## src/rtl/mmio_peripherals_pkg.sv

```systemverilog
// ============================================================================
// mmio_peripherals_pkg: register map, TCON bit indices and decode helper
// Rev 1.0
// ============================================================================
`default_nettype none

package mmio_peripherals_pkg;

  localparam logic [31:0] ADDR_BASE_DEFAULT = 32'h4000_0000;

  localparam logic [4:0] OFF_TH      = 5'h00;
  localparam logic [4:0] OFF_TL      = 5'h04;
  localparam logic [4:0] OFF_TCON    = 5'h08;
  localparam logic [4:0] OFF_LEDS    = 5'h0C;
  localparam logic [4:0] OFF_DIGITS  = 5'h10;
  localparam logic [4:0] OFF_SYSTICK = 5'h14;

  localparam int TCON_EN = 0;
  localparam int TCON_IE = 1;
  localparam int TCON_IS = 2;

  typedef enum logic [2:0] {
    SEL_TH,
    SEL_TL,
    SEL_TCON,
    SEL_LEDS,
    SEL_DIGITS,
    SEL_SYSTICK,
    SEL_NONE
  } reg_sel_e;

  // Byte lane bits are ignored; offsets 0x18-0x1C fall through to SEL_NONE.
  function automatic reg_sel_e decode_offset(input logic [4:0] off);
    reg_sel_e sel;
    case ({off[4:2], 2'b00})
      OFF_TH:      sel = SEL_TH;
      OFF_TL:      sel = SEL_TL;
      OFF_TCON:    sel = SEL_TCON;
      OFF_LEDS:    sel = SEL_LEDS;
      OFF_DIGITS:  sel = SEL_DIGITS;
      OFF_SYSTICK: sel = SEL_SYSTICK;
      default:     sel = SEL_NONE;
    endcase
    return sel;
  endfunction

endpackage

`default_nettype wire

```

## src/rtl/mmio_timer.sv

```systemverilog
// ============================================================================
// mmio_timer: reloadable 32-bit timer with TH/TL/TCON and interrupt status
// Optional: TIMER_IRQ_EN implements TCON[2:1] and irq. Rev 1.0
// ============================================================================
`default_nettype none

module mmio_timer
  import mmio_peripherals_pkg::*;
(
  input  logic        clk,
  input  logic        reset,
  input  logic        th_we,
  input  logic        tl_we,
  input  logic        tcon_we,
  input  logic [31:0] wdata,
  output logic [31:0] th,
  output logic [31:0] tl,
  output logic [2:0]  tcon,
  output logic        irq
);

  logic tcon_en;
  logic tcon_ie;
  logic tcon_is;
  logic overflow;

  assign overflow = tcon_en && (tl == 32'hFFFF_FFFF);
  assign tcon     = {tcon_is, tcon_ie, tcon_en};

  always_ff @(posedge clk) begin
    if (!reset) begin
      th      <= 32'h0;
      tl      <= 32'h0;
      tcon_en <= 1'b0;
    end else begin
      if (th_we)
        th <= wdata;
      // A CPU write to TL takes priority over both reload and increment.
      if (tl_we)
        tl <= wdata;
      else if (tcon_en)
        tl <= overflow ? th : tl + 32'd1;
      if (tcon_we)
        tcon_en <= wdata[TCON_EN];
    end
  end

`ifdef TIMER_IRQ_EN
  always_ff @(posedge clk) begin
    if (!reset) begin
      tcon_ie <= 1'b0;
      tcon_is <= 1'b0;
    end else begin
      if (tcon_we)
        tcon_ie <= wdata[TCON_IE];
      // Overflow beats a simultaneous software clear of the status bit.
      if (overflow && tcon_ie)
        tcon_is <= 1'b1;
      else if (tcon_we)
        tcon_is <= wdata[TCON_IS];
    end
  end

  assign irq = tcon_is;
`else
  assign tcon_ie = 1'b0;
  assign tcon_is = 1'b0;
  assign irq     = 1'b0;
`endif

endmodule

`default_nettype wire

```

## src/rtl/mmio_peripherals.sv

```systemverilog
// ============================================================================
// mmio_peripherals: device-bus decode, read mux, timer, LEDs, digits, SysTick
// Optional: TIMER_IRQ_EN enables timer interrupt bits. Rev 1.0
// ============================================================================
`default_nettype none

module mmio_peripherals
  import mmio_peripherals_pkg::*;
#(
  parameter logic [31:0] ADDR_BASE = ADDR_BASE_DEFAULT,
  parameter int          LED_W     = 8
) (
  input  logic             clk,
  input  logic             reset,
  input  logic             Device_Read,
  input  logic             Device_Write,
  input  logic [31:0]      MemBus_Address,
  input  logic [31:0]      MemBus_Write_Data,
  output logic [31:0]      Device_Read_Data,
  output logic             irq,
  output logic [LED_W-1:0] leds,
  output logic [11:0]      digits
);

  logic        region_hit;
  reg_sel_e    sel;
  logic [31:0] th;
  logic [31:0] tl;
  logic [2:0]  tcon;
  logic [31:0] systick;

  assign region_hit = (MemBus_Address[31:5] == ADDR_BASE[31:5]);
  assign sel        = region_hit ? decode_offset(MemBus_Address[4:0]) : SEL_NONE;

  mmio_timer u_timer (
    .clk     (clk),
    .reset   (reset),
    .th_we   (Device_Write && (sel == SEL_TH)),
    .tl_we   (Device_Write && (sel == SEL_TL)),
    .tcon_we (Device_Write && (sel == SEL_TCON)),
    .wdata   (MemBus_Write_Data),
    .th      (th),
    .tl      (tl),
    .tcon    (tcon),
    .irq     (irq)
  );

  always_ff @(posedge clk) begin
    if (!reset) begin
      leds    <= '0;
      digits  <= 12'h0;
      systick <= 32'h0;
    end else begin
      systick <= systick + 32'd1;
      if (Device_Write && (sel == SEL_LEDS))
        leds <= MemBus_Write_Data[LED_W-1:0];
      if (Device_Write && (sel == SEL_DIGITS))
        digits <= MemBus_Write_Data[11:0];
    end
  end

  // Combinational so the MEM stage sees data in the access cycle (pre-write value).
  always_comb begin
    Device_Read_Data = 32'h0;
    if (Device_Read) begin
      case (sel)
        SEL_TH:      Device_Read_Data = th;
        SEL_TL:      Device_Read_Data = tl;
        SEL_TCON:    Device_Read_Data[2:0] = tcon;
        SEL_LEDS:    Device_Read_Data[LED_W-1:0] = leds;
        SEL_DIGITS:  Device_Read_Data[11:0] = digits;
        SEL_SYSTICK: Device_Read_Data = systick;
        default:     Device_Read_Data = 32'h0;
      endcase
    end
  end

endmodule

`default_nettype wire
```

## config.mk

```make
export PLATFORM = sky130hd
export DESIGN_NAME = mmio_peripherals
export DESIGN_NICKNAME = d
export VERILOG_FILES = /design/src/rtl/mmio_peripherals_pkg.sv /design/src/rtl/mmio_timer.sv /design/src/rtl/mmio_peripherals.sv
export SDC_FILE = /design/constraint.sdc
export NUM_CORES = 1
export LEC_CHECK = 0
export ABC_AREA = 0
export BUFFER_PORTS_ARGS = -buffer_cell sky130_fd_sc_hd__buf_2
export CAP_MARGIN = 20
export CORE_ASPECT_RATIO = 0.75
export CORE_MARGIN = 5
export CORE_UTILIZATION = 35
export DETAILED_ROUTE_END_ITERATION = 10
export PLACE_DENSITY = 0.64
export RECOVER_POWER = 25
export SLEW_MARGIN = 10
export SYNTH_ARGS = -nofsm -noshare
export SYNTH_HDL_FRONTEND = slang
export SYNTH_SLANG_ARGS = --single-unit
```

## constraint.sdc

```tcl
create_clock -name clk -period 3.2 [get_ports clk]
set_input_delay 0.32 -clock clk [delete_from_list [all_inputs] [get_ports clk]]
set_output_delay 0.32 -clock clk [all_outputs]
set_load 0.01 [all_outputs]
```

==> metrics.md <==
| Metric | Value |
|---|---|
| Worst-path clk slew | ~0.05 ns |
| Outcome | finished, final reports clean |
| Worst Hold Class | in -> reg |
| Core area | 18700 µm² |
| Clock Power Share | a little over half |
| Setup bufs post-CTS | 0 |
| FF-to-FF setup slack | 0.55 ns |
| Gr ovfl total | 0 |
| Critical path's slowest cell | or2_2 |
| Kind of critical path | in -> out |
| CTS resizes | 0 |
| Post-DP HPWL | 15600 µm |
| WL final | about 22000 µm |
| Slew HR | a little under a quarter |
| Setup TNS | 0 ns |
| Final Cycle Share | between 80% and 90% |
| Max VDD drop | approximately 0.26 mV |
| CTS root buf | clkbuf_16 |
| Sw frac | approximately 24% |
| PD cells | ~440 nW/µm² |
| Share of cells above drive strength 1 | a little over a fifth |
| Final Skew | between 0.008 and 0.009 ns |
| Total Power | between 0.003 and 0.004 W |
| CP Capture Type | primary output |
| Slew Viols, Final | 0 |
| Vias in the first global route | roughly 6100 |
| Crit path top cell by count | buf_2 |
| Yosys warning count | 0 |
| Post-layout nets | 1009 |
| Hold Vio Cnt, Final | 0 |
| DR DRC count | 0 |
| Crit path time final | 2.75 ns |
| Async SR Flop Fraction | 0% |
| Synth unique cells | between 70 and 80 |
| Fmax achieved | ~0.36 GHz |
| H-tree Lvls | 4 |
| Crit-path max FO | 16 |
| Critical-path cell list | buf_2 -> nor4_1 -> nand4_2 -> or2_2 -> nor3_2 -> buf_4 -> a22oi_1 -> nor2_1 -> buf_2 |
| Placer Congestion | 0.866 |
| Length of the first detailed-routing pass in iterations | 5 |
| DRT antenna net count | 0 |
| Seq/Total Area, Yosys | a little over a third |
| Largest net degree at the start of global routing | 57 |
| Clk_lat worst skew | roughly 0.43 ns |
| CTS tree | built |
| Top cell type's share of synthesized area | about a third |
| Leakage dissipation | 2.84 nW |
| Post-Syn Area | 6700 µm² |
| Hold Buf Count CTS | 0 |
| Synth Instances | roughly 840 |
| Syn avg cell area | 8.01 µm² |
| Post-Syn Nets | slightly above 900 |
| Worst endpoint required time | approximately 2.9 ns |
| # IOs | around 120 |
| P_int | around 0.0027 W |
| Chip height | around 130 µm |
| Site row count | 43 |
| Via count | between 6000 and 7000 |
| Cell taking the most area after synthesis | dfxtp_1 |
| Wire per inst | between 15 and 20 µm |
| WP buf/inv | 3 |
| Number of I/O port buffers | about 120 |
| Flop pwr share | 41.6% |
| NetSw | around 0.00085 W |
| Worst Setup Start Kind | input pin |
| #FFs+latches synth | about 120 |
| First-pass GRT wire length | between 30000 and 40000 µm |
| Max Root-Sink Buffers | 2 |
| Clk sink count | about 120 |
| Die ar. | between 20000 and 25000 µm² |
| Starting DRT DRC Count | between 700 and 800 |
| Non-filler cells, final | about 1200 |
| GRT Overall Usage | 19.9% |
| Data arrival, critical path | 2.43 ns |
| Initial Util | around 36% |
| Area grow syn2layout | 19.9% |
| Placed Cells | about 1200 |
| Die width | between 150 and 200 µm |
| Delay-heaviest family, CP | simple AND/OR/NAND/NOR gates |
| Antenna violations before repair | 5 |
| Max-cap viol count | 0 |
| Logic pwr share | 4.2% |
| Vias per std cell | 5.54 |
| Main synth FF type | dfxtp_1 |
| Worst path max stage delay | around 0.44 ns |
| Worst Max-Slew Pin Slew | between 1 and 1.5 ns |
| RSZ-0062 raised after global routing | false |
| Count of final setup violators | 0 |
| Cts bufs inserted | 17 |
| Top post-synthesis cells by area | dfxtp_1, nand2_1, mux2_2 |
| Ant diodes | 0 |
| Post-synth EDFFs | 0 |
-- layout by cell type, fill, tap and decap left out, types with 18 or more instances in the layout --
cell type  netlist  final
a22oi_1         19     19
o21ai_0         27     27
mux2i_1         18     18
buf_2           12     96
nor2_1          85     85
xor2_1          19     19
nand2_1        140    140
nand3_1         32     32
clkbuf_1        31     29
dfxtp_1        117    116
a21oi_1         64     64
mux2_2          29     29
buf_4            4     20
-- logic make-up (layout without fill, tap and decap cells) --
family	after synthesis	in the layout	synth area share (%)
AO/OA/AOI/OAI	176	176	16.9
XOR/XNOR	36	36	4.70
adder cells (fa/ha/maj)	2	2	0.373
buffers and inverters	71	186	5.34
flip-flops	117	117	34.9
multiplexers	53	53	9.57
other	1	1	0.0559
AND/OR/NAND/NOR	381	381	28.1
-- metrics by stage --
step	utilization [%]	setup slack (ns)	instance area [µm²]	hold slack, ns
floorplan	-	0.821	6700	0.435
global placement	40.2	0.516	7510	0.456
detailed placement	40.2	0.524	7510	0.459
CTS	43.3	0.487	8090	0.132
global route	43.1	0.281	8040	0.140
finish	43.1	0.446	8040	0.140
-- layer usage --
metal,track usage [%],routed length [µm]
met1,28.6,10600
met2,28.3,9230
met3,5.15,1600
met4,7.67,572
met5,0,57
-- worst register-to-register path, cell delays in order, from the launching register on --
cell	delay (ns)
dfxtp_1	0.46
ha_1	0.44
nand2_2	0.18
nor4_4	0.79
a22oi_1	0.19
or3_1	0.38
a21oi_1	0.12
-- cell type report --
type | instances | area (µm²)
clock buffer | 19 | 433
clock inverter | 13 | 150
fill | 1889 | 10600
inverter | 10 | 37.5
multi-input combinational | 649 | 4020
sequential | 117 | 2340
tap | 247 | 309
timing repair buffer | 144 | 752
-- sequential cells by signal (all words and copies together) (netlist names) --
| register | flops |
|---|---|
| digits | 12 |
| systick | 32 |
| leds | 8 |
| u_timer.tcon_en | 1 |
| u_timer.th | 32 |
| u_timer.tl | 32 |
-- power by group through the flow --
stage          Sequential, W  Clock (W)  Combinational (W)
3_3_place_gp         0.00150          0           0.000148
5_1_grt              0.00147    0.00201           0.000158
2_1_floorplan        0.00150          0          0.0000670
6_report             0.00147    0.00191           0.000147
4_1_cts              0.00147    0.00193           0.000149
3_5_place_dp         0.00150          0           0.000149
-- Yosys cell counts, types with 14 or more instances --
| master | number |
|---|---|
| o21ai_0 | 27 |
| xnor2_1 | 17 |
| nor2_1 | 85 |
| mux2_2 | 29 |
| nor4_1 | 14 |
| xor2_1 | 19 |
| mux2i_1 | 18 |
| nand3_1 | 32 |
| and2_1 | 15 |
| nor3_1 | 18 |
| a21oi_1 | 64 |
| clkbuf_1 | 31 |
| a22oi_1 | 19 |
| dfxtp_1 | 117 |
| nand2_1 | 140 |
| a31oi_1 | 17 |
-- final timing paths --
| path | startpoint | end | depth (start not counted) |
|---|---|---|---|
| max | MemBus_Address[6] | Device_Read_Data[28] | 9 |
| min | MemBus_Write_Data[21] | u_timer.tl[21] | 2 |
| max reg2reg | u_timer.tl[0] | u_timer.tl[8] | 6 |
| min reg2reg | u_timer.th[27] | u_timer.th[27] | 2 |
(Power assumes the default switching activity.)
